File: src/rtl/morse_symbol_decoder.sv
// Morse symbol decoder: times keyed pulses and gaps, classifies dot/dash/invalid
// and emits completed letter codes. Optional input glitch filter: MORSE_GLITCH_FILTER_EN.
module morse_symbol_decoder #(
    parameter int CNT_W      = 8,
    parameter int DOT_MAX    = 1,
    parameter int DASH_MIN   = 3,
    parameter int LETTER_GAP = 3,
    parameter int MAX_SYM    = 6
) (
    input  logic                             CLK,
    input  logic                             RESET,
    input  logic                             I,
    output logic                             pulse_start,
    output logic                             dot,
    output logic                             dash,
    output logic                             sym_err,
    output logic                             letter_valid,
    output logic [MAX_SYM-1:0]               letter_bits,
    output logic [$clog2(MAX_SYM+1)-1:0]     letter_len,
    output logic                             letter_err
);

    localparam int LEN_W = $clog2(MAX_SYM + 1);

    localparam logic [CNT_W-1:0] CNT_MAX    = '1;
    localparam logic [CNT_W-1:0] CNT_ONE    = CNT_W'(1);
    localparam logic [CNT_W-1:0] DOT_MAX_C  = CNT_W'(DOT_MAX);
    localparam logic [CNT_W-1:0] DASH_MIN_C = CNT_W'(DASH_MIN);
    localparam logic [CNT_W-1:0] GAP_LAST   = CNT_W'(LETTER_GAP - 1);
    localparam logic [LEN_W-1:0] SYM_FULL   = LEN_W'(MAX_SYM);

    typedef enum logic [1:0] {
        IDLE = 2'b00,
        HIGH = 2'b01,
        LOW  = 2'b10
    } state_t;

    state_t             state;
    logic [CNT_W-1:0]   pulse_cnt;
    logic [CNT_W-1:0]   gap_cnt;
    logic [MAX_SYM-1:0] sym_buf;
    logic [LEN_W-1:0]   sym_cnt;
    logic               let_err;
    logic               i_q;

    logic               is_dot;
    logic               is_dash;
    logic               buf_full;
    logic [MAX_SYM-1:0] sym_mask;

`ifdef MORSE_GLITCH_FILTER_EN
    logic i_s1;
    logic i_s2;

    // Qualified input only follows the synchronised input once two samples agree
    always_ff @(posedge CLK or posedge RESET) begin
        if (RESET) begin
            i_s1 <= 1'b0;
            i_s2 <= 1'b0;
            i_q  <= 1'b0;
        end else begin
            i_s1 <= I;
            i_s2 <= i_s1;
            if (i_s1 == i_s2) begin
                i_q <= i_s2;
            end
        end
    end
`else
    always_comb begin
        i_q = I;
    end
`endif

    always_comb begin
        pulse_start = ((state == IDLE) || (state == LOW)) && i_q;
    end

    // A saturated pulse counter is still >= DASH_MIN, so it classifies as dash
    always_comb begin
        is_dot   = (pulse_cnt <= DOT_MAX_C);
        is_dash  = (pulse_cnt >= DASH_MIN_C);
        buf_full = (sym_cnt == SYM_FULL);
        sym_mask = MAX_SYM'(is_dash) << sym_cnt;
    end

    always_ff @(posedge CLK or posedge RESET) begin
        if (RESET) begin
            state        <= IDLE;
            pulse_cnt    <= '0;
            gap_cnt      <= '0;
            sym_buf      <= '0;
            sym_cnt      <= '0;
            let_err      <= 1'b0;
            dot          <= 1'b0;
            dash         <= 1'b0;
            sym_err      <= 1'b0;
            letter_valid <= 1'b0;
            letter_bits  <= '0;
            letter_len   <= '0;
            letter_err   <= 1'b0;
        end else begin
            dot          <= 1'b0;
            dash         <= 1'b0;
            sym_err      <= 1'b0;
            letter_valid <= 1'b0;

            case (state)
                IDLE: begin
                    if (i_q) begin
                        state     <= HIGH;
                        pulse_cnt <= CNT_ONE;
                    end
                end

                HIGH: begin
                    if (i_q) begin
                        if (pulse_cnt != CNT_MAX) begin
                            pulse_cnt <= pulse_cnt + CNT_ONE;
                        end
                    end else begin
                        if (is_dot || is_dash) begin
                            dot  <= is_dot;
                            dash <= is_dash;
                            // A full buffer drops the symbol but still strobes it
                            if (buf_full) begin
                                let_err <= 1'b1;
                            end else begin
                                sym_buf <= sym_buf | sym_mask;
                                sym_cnt <= sym_cnt + LEN_W'(1);
                            end
                        end else begin
                            sym_err <= 1'b1;
                            let_err <= 1'b1;
                        end
                        state     <= LOW;
                        gap_cnt   <= CNT_ONE;
                        pulse_cnt <= '0;
                    end
                end

                LOW: begin
                    if (i_q) begin
                        state     <= HIGH;
                        pulse_cnt <= CNT_ONE;
                        gap_cnt   <= '0;
                    end else if (gap_cnt == GAP_LAST) begin
                        letter_valid <= 1'b1;
                        letter_bits  <= sym_buf;
                        letter_len   <= sym_cnt;
                        letter_err   <= let_err;
                        sym_buf      <= '0;
                        sym_cnt      <= '0;
                        let_err      <= 1'b0;
                        gap_cnt      <= '0;
                        state        <= IDLE;
                    end else if (gap_cnt != CNT_MAX) begin
                        gap_cnt <= gap_cnt + CNT_ONE;
                    end
                end

                default: begin
                    state     <= IDLE;
                    pulse_cnt <= '0;
                    gap_cnt   <= '0;
                end
            endcase
        end
    end

endmodule

File: config.mk
export PLATFORM = sky130hd
export DESIGN_NAME = morse_symbol_decoder
export DESIGN_NICKNAME = d
export VERILOG_FILES = /design/src/rtl/morse_symbol_decoder.sv
export SDC_FILE = /design/constraint.sdc
export NUM_CORES = 1
export LEC_CHECK = 0
export BUFFER_PORTS_ARGS = -buffer_cell sky130_fd_sc_hd__buf_2
export CAP_MARGIN = 5
export CORE_MARGIN = 1.5
export CORE_UTILIZATION = 31
export CTS_BUF_LIST = sky130_fd_sc_hd__clkbuf_4 sky130_fd_sc_hd__clkbuf_8
export DETAILED_ROUTE_END_ITERATION = 8
export GPL_TIMING_DRIVEN = 1
export PLACE_DENSITY = 0.46
export SLEW_MARGIN = 0
export SYNTH_ARGS = -nofsm -noshare
export SYNTH_HDL_FRONTEND = slang
export SYNTH_SLANG_ARGS = --single-unit
File: constraint.sdc
create_clock -name CLK -period 2.2 [get_ports CLK]
set_input_delay 0.22 -clock CLK [delete_from_list [all_inputs] [get_ports CLK]]
set_output_delay 0.22 -clock CLK [all_outputs]
set_load 0.01 [all_outputs]
==> out/results.ini <==
[clocking]
clock_latency_ns=0.30
root_buffer=clkbuf_8
holdBufCountCts=1
htree_levels=2
clock_sinks=42
post_cts_buffers=0
cts_buffer_depth=2
clk_pin_slew_ns=0.08
cts_buffers=5
cts_resized=0
cts_tree=yes

[global_route]
gr-usage-all-layers_pct=14.4
grt_pass1_vias=1704
grt_antenna_before_repair=0
grt_overflow=0
grt_pass1_wl_mm=8.69
grt_start_max_net_pins=24

[timing]
rsz0062_at_grt=no
final-setup-viol-count=0
finalMaxSlewViolations=0
tightest_slew_ns=0.515
whs_ns=0.480
clock.fmax_ghz=0.488
skew_ns=0.00629
tns_ns=0
finalHoldViolations=0
slew_headroom_pct=65.6
finalCritPeriodShare_pct=93.2
min_period_ns=2.05

[layout]
drive_above_1_share_pct=24.3
mostFrequentLayoutCell=dfrtp_1
nNetsFinal=276
antenna_cells=0
syn_to_final_growth_pct=16.4
nFillCells=749
fin_area_um2=2700
mostFrequentLayoutCells=dfrtp_1, nor2_1, o21ai_0

[floorplan]
die_area_um2=8010
ios=18
core-area_um2=7250
rows=31
die_h_um=89.5
initial_core_util_pct=32.0
die_x_um=89.5

[critical_path]
critPathArrivalTime_ns=2.23
start_kind=flip-flop
cpPeakStageDelay_ns=0.44
worstSetupPathType=reg -> reg
critical_path.slowest_cell=dfrtp_1
crit_buf_inv=1
path_max_fanout=6
crit_chain=inv_1, ha_1, and3_1, a41o_2, nor4_4, mux2_1
rrSetupSlack_ns=0.15
worstSetupEndpointType=flip-flop
cp.required_ns=2.38
path_delay_family=simple AND/OR/NAND/NOR gates

[logic_synthesis]
ys_types=51
syn_nets=244
synth-seq-cells=42
yosysWarnings=0
yosysTopAreaCellShare_pct=45.3
synth_flop_cell=dfrtp_1
syn_area_um2=2320
yosysSeqAreaShare_pct=45.3
yosysTopAreaCell=dfrtp_1
async_flop_share_pct=100
yosys-top-cells-area=dfrtp_1, ha_1, o21ai_0
postSynthAreaPerCell_um2=10.1
netlist_instances=230
synth_edf_count=0

[place]
dpl.hpwl_mm=3.82
gp_congestion=0.771
io_buffers=17
placed_area_um2=2600

[detailed_routing]
drt_wl_total_mm=5.25
viasPerCell=4.93
drtIter0Drc=95
postRouteAntennaNets=0
drc=0
post_drt_wl_per_cell_um=14.5
firstDrtPassIters=4
vias=1783

[power_and_ir_drop]
power_density_nw_per_um2=920
power.total_mw=2.49
cellLeakagePower_nw=1.27
irDropWorstVdd_mv=0.310

[status]
status=complete, no violations

[flow_run]
cap_viol_max_count=0

[hold_path]
hold_class=reg -> reg

through the flow:
| stage | std cells | setup WS, ns | util, % |
|---|---|---|---|
| floorplan | 230 | 0.273 | - |
| global placement | 353 | 0.199 | 35.8 |
| detailed placement | 353 | 0.156 | 35.8 |
| CTS | 362 | 0.148 | 37.3 |
| global route | 362 | 0.0255 | 37.3 |
| finish | 362 | 0.151 | 37.3 |
worst register-to-register path, cell delays in order (launching register included):
cell and delay [ns]:
dfrtp_1 0.44, inv_1 0.11, ha_1 0.22, and3_1 0.21, a41o_2 0.29, nor4_4 0.33
mux2_1 0.35
synthesized netlist by cell type, types with 2 or more instances:
cell,number
nand4_1,7
nor3_1,3
clkbuf_2,2
a221oi_1,2
a31oi_1,7
nand2_1,16
o21ai_0,21
a21oi_1,12
nor2_1,22
clkbuf_1,2
nand3b_1,2
or4_1,2
mux2_2,5
buf_6,2
dfrtp_1,42
mux2_4,2
and3_1,4
inv_1,18
a211oi_1,3
a32o_1,2
buf_2,4
ha_1,11
nand3_1,7
mux2_1,2
o31ai_1,4
logic make-up (layout without fill, tap and decap cells):
family,count (synthesis),count (layout),synth area share (%)
adders and majority gates,11,11,5.93
muxes,10,10,5.12
AOI/OAI and AO/OA,66,66,19.8
buffers and inverters,28,61,5.50
DFF,42,42,45.3
and+or+nand+nor,73,73,18.4
area by class of cell:
cell class	instances	area [um^2]	area share, %
Multi-Input combinational cell	160	1140	42.3
Clock buffer	6	82.6	3.06
Sequential cell	42	1050	38.9
Clock inverter	2	12.5	0.463
Inverter	18	67.6	2.50
Tap cell	99	124	4.58
Timing Repair Buffer	35	223	8.24
sequential cells by signal, indices dropped and copies added (netlist names), 2 cells and up:
register / count
gap_cnt: 8
sym_cnt: 3
state: 2
letter_bits: 6
pulse_cnt: 8
letter_len: 3
sym_buf: 6
power breakdown:
| part | total (mW) | switching, mW | leakage, nW | internal (mW) |
|---|---|---|---|---|
| logic | 0.966 | 0.575 | 0.656 | 0.391 |
| registers | 0.996 | 0.108 | 0.563 | 0.888 |
| clock network | 0.524 | 0.272 | 0.0472 | 0.252 |
| total | 2.49 | 0.955 | 1.27 | 1.53 |
routing by layer:
metal	GRT usage, %	vias to the layer above	wire [um]
met5	0	-	0
met1	20.9	848	2740
met2	21.3	30	2270
met4	2.94	0	36
met3	3.97	4	207
li1	-	901	-
worst paths after layout:
check,startpoint,cells past startpoint,to
setup reg to reg,sym_cnt[0],6,sym_cnt[0]
min in group asynchronous,RESET,3,pulse_cnt[3]
max in group asynchronous,RESET,4,state[0]
hold reg to reg,letter_bits[5],2,letter_bits[5]
hold / removal,letter_bits[5],2,letter_bits[5]
setup / recovery,sym_cnt[0],6,sym_cnt[0]
(Power assumes the default switching activity.)
